## src/rtl/led_event_stretcher.sv

```systemverilog
// led_event_stretcher
//   Turns short event flags from the vending-machine FSM (moneyin, buy_success,
//   buy_fail, refund, ...) into LED pulses long enough to be seen. Every 0->1
//   edge on a channel starts a fixed pulse train on that channel's LED. All
//   channels run independently and may start on the same clock edge.
//
//   Build option:
//     LED_BLINK_EN defined   : each event gives BLINKS blinks of HOLD_CYCLES on,
//                              separated by GAP_CYCLES off.
//     LED_BLINK_EN undefined : each event gives one HOLD_CYCLES pulse; the OFF
//                              phase is not built, BLINKS and GAP_CYCLES are
//                              ignored.
//
//   Ports:
//     clk      in   1    system clock
//     reset_n  in   1    asynchronous active-low reset
//     ev_in    in   NCH  event inputs, synchronous to clk (pulse or level)
//     led_out  out  NCH  stretched LED drive, active-high, registered
//     busy     out  NCH  channel not idle, registered

module led_event_stretcher #(
  parameter int NCH         = 4,
  parameter int HOLD_CYCLES = 25_000_000,
  parameter int GAP_CYCLES  = 15_000_000,
  parameter int BLINKS      = 3
) (
  input  logic           clk,
  input  logic           reset_n,
  input  logic [NCH-1:0] ev_in,
  output logic [NCH-1:0] led_out,
  output logic [NCH-1:0] busy
);

  localparam int MAX_CYC = (HOLD_CYCLES > GAP_CYCLES) ? HOLD_CYCLES : GAP_CYCLES;
  localparam int CW      = $clog2(MAX_CYC + 1);

  // Counters are loaded with N-1 and run down to 0, so a phase lasts N cycles.
  localparam logic [CW-1:0] HOLD_RELOAD = CW'(HOLD_CYCLES - 1);

`ifdef LED_BLINK_EN
  localparam int            BW          = $clog2(BLINKS + 1);
  localparam logic [CW-1:0] GAP_RELOAD  = CW'(GAP_CYCLES - 1);
  localparam logic [BW-1:0] LEFT_RELOAD = BW'(BLINKS - 1);
`endif

  if (HOLD_CYCLES < 1 || GAP_CYCLES < 1 || BLINKS < 1) begin : g_bad_params
    $error("led_event_stretcher: HOLD_CYCLES, GAP_CYCLES and BLINKS must all be >= 1");
  end

  typedef enum logic [1:0] {
    IDLE = 2'd0,
    ON   = 2'd1,
    OFF  = 2'd2
  } state_t;

  logic [NCH-1:0] ev_q;
  logic [NCH-1:0] trig;

  // Previous-cycle copy of the inputs for edge detection. It resets to all
  // ones so that an input already high when reset is released is not taken
  // as a fresh event; only a later 0->1 edge triggers.
  always_ff @(posedge clk or negedge reset_n) begin
    if (!reset_n) begin
      ev_q <= '1;
    end else begin
      ev_q <= ev_in;
    end
  end

  assign trig = ev_in & ~ev_q;

  for (genvar i = 0; i < NCH; i++) begin : g_ch
    state_t        state;
    logic [CW-1:0] cnt;
`ifdef LED_BLINK_EN
    logic [BW-1:0] left;
`endif
    logic          led_q;
    logic          busy_q;

    // Per-channel sequencer. led_q and busy_q are updated together with the
    // state so they always reflect the state being entered, which makes the
    // LED rise on the edge right after the trigger and keeps the outputs
    // glitch-free. A trigger wins over counter expiry and always restarts a
    // full sequence, so a retrigger during ON keeps the LED high without a gap.
    always_ff @(posedge clk or negedge reset_n) begin
      if (!reset_n) begin
        state  <= IDLE;
        cnt    <= '0;
`ifdef LED_BLINK_EN
        left   <= '0;
`endif
        led_q  <= 1'b0;
        busy_q <= 1'b0;
      end else if (trig[i]) begin
        state  <= ON;
        cnt    <= HOLD_RELOAD;
`ifdef LED_BLINK_EN
        left   <= LEFT_RELOAD;
`endif
        led_q  <= 1'b1;
        busy_q <= 1'b1;
      end else begin
        case (state)
          ON: begin
            if (cnt != '0) begin
              cnt <= cnt - CW'(1);
`ifdef LED_BLINK_EN
            end else if (left != '0) begin
              state <= OFF;
              cnt   <= GAP_RELOAD;
              led_q <= 1'b0;
`endif
            end else begin
              state  <= IDLE;
              led_q  <= 1'b0;
              busy_q <= 1'b0;
            end
          end
`ifdef LED_BLINK_EN
          OFF: begin
            if (cnt != '0) begin
              cnt <= cnt - CW'(1);
            end else begin
              state <= ON;
              cnt   <= HOLD_RELOAD;
              left  <= left - BW'(1);
              led_q <= 1'b1;
            end
          end
`endif
          default: begin
            state  <= IDLE;
            led_q  <= 1'b0;
            busy_q <= 1'b0;
          end
        endcase
      end
    end

    assign led_out[i] = led_q;
    assign busy[i]    = busy_q;
  end

endmodule
```

## config.mk

```make
export PLATFORM = sky130hd
export DESIGN_NAME = led_event_stretcher
export DESIGN_NICKNAME = d
export VERILOG_FILES = /design/src/rtl/led_event_stretcher.sv
export SDC_FILE = /design/constraint.sdc
export NUM_CORES = 1
export LEC_CHECK = 0
export CAP_MARGIN = 15
export CELL_PAD_IN_SITES_DETAIL_PLACEMENT = 0
export CELL_PAD_IN_SITES_GLOBAL_PLACEMENT = 1
export CORE_MARGIN = 1
export CORE_UTILIZATION = 49
export CTS_CLUSTER_SIZE = 28
export DETAILED_ROUTE_END_ITERATION = 6
export GPL_TIMING_DRIVEN = 0
export PLACE_DENSITY = 0.77
export SYNTH_ARGS = -nofsm -noshare
export SYNTH_HDL_FRONTEND = slang
export SYNTH_SLANG_ARGS = --single-unit
```

## constraint.sdc

```tcl
create_clock -name clk -period 2.79 [get_ports clk]
set_input_delay 0.4185 -clock clk [delete_from_list [all_inputs] [get_ports clk]]
set_output_delay 0.4185 -clock clk [all_outputs]
set_load 0.02 [all_outputs]
```

==> impl_metrics.yaml <==
synth:
  netlist_instances: 611
  synth-seq-cells: 108
  synth.net_count: 625
  synth_flop_cell: "dfrtp_1"
  yosys.area_share.xor_xnor_pct: 6.461
  yosysTopAreaCell: "dfrtp_1"
  synth_fa_ha_area_share_pct: 1.717
  synth_compound_area_share_pct: 12.69
  synth-seq-area-share_pct: 46.45
  synth_top_area_share_pct: 44.64
  async_flop_share_pct: 100.0
  yosys.cell_count.top_type: "dfrtp_1"
  ys_types: 57
  synth_edf_count: 0
  synthSimpleGateAreaFrac_pct: 28.44
  synth_top_family_by_area: "simple AND/OR/NAND/NOR gates"
  synth.area.top_cells: "dfrtp_1 (45%), nand2_1 (3.9%), xnor2_1 (3.8%)"
  synthTopCellsByCount: "dfrtp_1 (104), nand2_1 (60), nor2_1 (39)"
  syn_avg_cell_area_um2: 9.541
  synth_mux_area_share_pct: 0.7083
  syn-cell-area_mm2: 0.005829
  yosys_warnings: 0
sta:
  hold_viol_final: 0
  slew_headroom_pct: 41.72
  tns_ns: 0
  fin_crit_sh_pct: 91.86
  clock.fmax_mhz: 390.2
  setup_viol: 0
  worst-slew-pin-transition_ns: 0.8742
  fin_worst_skew_ns: 0.008277
  hold_ws_ns: 0.1894
  slew_violations: 0
  min_period_ns: 2.563
pwr:
  p_seq_share_pct: 51.1
  total_power_mw: 3.433
  power_density_mw_per_mm2: 530.6
  leakage_nw: 2.158
  power.clock.fraction_pct: 38.1
  p_int_mw: 2.527
  comb_power_share_pct: 10.8
  peakVddDrop_uv: 355.4
  p_switching_mw: 0.9061
  sw_frac_of_total_pct: 26.39
cells_and_area:
  syn_to_final_growth_pct: 11.01
  final_cells: 784
  final_cell_area_mm2: 0.006471
  nNetsFinal: 650
  drive_above_1_share_pct: 7.956
  n_antenna_cell: 0
status:
  status: "finished, violations left"
  violations: "DRC"
clocking:
  cts_tree: "built"
  clk_latency_ns: 0.36
  cts_buffers: 9
  clk_pin_slew_ns: 0.08
  clockBufferDepth: 2
  cts_root_buf: "clkbuf_16"
  cts.sinks: 108
  post_cts_buffers: 0
  cts.htree.levels: 3
  hold_buffers: 0
detailed_routing:
  via_count: 4741
  firstDrtPassIters: 6
  viasPerCell: 6.047
  routed_wl_um: 12760
  drt_iter0_markers: 323
  ant_nets: 0
  wl_per_cell_um: 16.27
  drcViolationCount: 2
global_route:
  gr-total-overflow: 0
  grt_pass1_wl_um: 22060
  grt_start_max_net_pins: 68
  antenna_found_initial: 0
  grt_usage_pct: 22.41
  grt_pass1_vias: 4651
setup_path:
  critPathKind: "flop to flop"
  crit_fanout: 7
  required_ns: 3.04
  startpoint_type: "flop"
  crit_arrival_ns: 2.81
  cp-end-kind: "flop"
floorplanning:
  num_rows: 39
  dieArea_mm2: 0.01234
  core_mm2: 0.01152
  io_pins: 14
  initial_core_util_pct: 50.62
  fp.dieW_um: 111.1
  die_h_um: 111.1
place:
  port_buffers: 13
  routabilityCongestion: 0.7791
  placed_area_mm2: 0.006156
  post-dp-hpwl_um: 8490
  post-place-cells: 768
min_path:
  hp-class: "input pin to asynchronous set/reset pin"
job:
  maxCapViolations: 0
## registers in the layout (all words and copies together) (netlist names)
register / cells
g_ch.busy_q: 2
g_ch.cnt: 100
g_ch.state: 2
ev_q: 4
## worst max-delay path, stage by stage (launching register included)
cell and delay (ns):
dfrtp_1 0.41, nor4_1 0.69, nand4_1 0.46, a2111oi_1 0.62, and3_1 0.23, nor2_1 0.04
## power by group through the flow
stage | Sequential, mW | Combinational, mW | Clock [mW]
2_1_floorplan | 1.76 | 0.257 | 0
3_3_place_gp | 1.78 | 0.354 | 0
3_5_place_dp | 1.78 | 0.370 | 0
4_1_cts | 1.75 | 0.374 | 1.35
5_1_grt | 1.77 | 0.423 | 1.41
6_report | 1.75 | 0.370 | 1.31
## cell usage in the layout (no fill, tap or decap), types with 22 or more instances in the layout
cell	instances
nor4_1	22
xnor2_1	25
nand2_1	60
or3_1	27
dfrtp_1	104
nor3_1	30
o21ai_0	24
nor2_1	39
nand3_1	22
or4_1	22
## layer usage
| layer | routed length, um | vias up | global-route usage (%) |
|---|---|---|---|
| met5 | 0 | - | 0 |
| met4 | 131 | 0 | 5.946 |
| met3 | 336 | 8 | 5.850 |
| met2 | 6290 | 52 | 37.53 |
| met1 | 5998 | 2359 | 28.85 |
| li1 | - | 2322 | - |
## logic make-up after synthesis
kind of cell / Yosys count
AND/OR/NAND/NOR: 294
buffers and inverters: 43
multiplexers: 4
AO/OA/AOI/OAI: 111
adder cells (fa/ha/maj): 8
flip-flops: 108
XOR/XNOR: 43
## stage by stage
step                util, %  worst slack (ns)
floorplan                 -            0.5787
global placement      53.30            -2.897
detailed placement    53.46            0.1328
CTS                   56.08           0.08401
global route          56.19          -0.02873
finish                56.19            0.2270
## final cells by class
class / instances / area, um2
Tap cell: 143 / 178.9
Inverter: 11 / 41.29
Clock buffer: 11 / 242.7
Clock inverter: 5 / 60.06
Buffer: 32 / 165.2
Timing Repair Buffer: 14 / 147.6
Multi-Input combinational cell: 460 / 2928
Fill cell: 1037 / 5045
Sequential cell: 108 / 2708
## final timing paths
path                                       from         endpoint  slack [ns]  cells after the start
worst max-delay path             g_ch[1].cnt[7]  g_ch[1].cnt[14]        0.23                      5
worst min-delay path                    reset_n  g_ch[1].cnt[15]        0.19                      1
worst max register to register   g_ch[1].cnt[7]  g_ch[1].cnt[14]        0.23                      5
worst min register to register  g_ch[0].cnt[24]  g_ch[0].cnt[24]        0.53                      2
max in group asynchronous               reset_n          ev_q[3]        1.81                      2
min in group clk                       ev_in[2]          ev_q[2]        0.51                      1
## timing repair
item,in CTS,in global routing
setup endpoints to repair,0,6
gates resized for setup,0,4
endpoints found under the hold margin,0,0
Power figures use the tool's default switching activity.
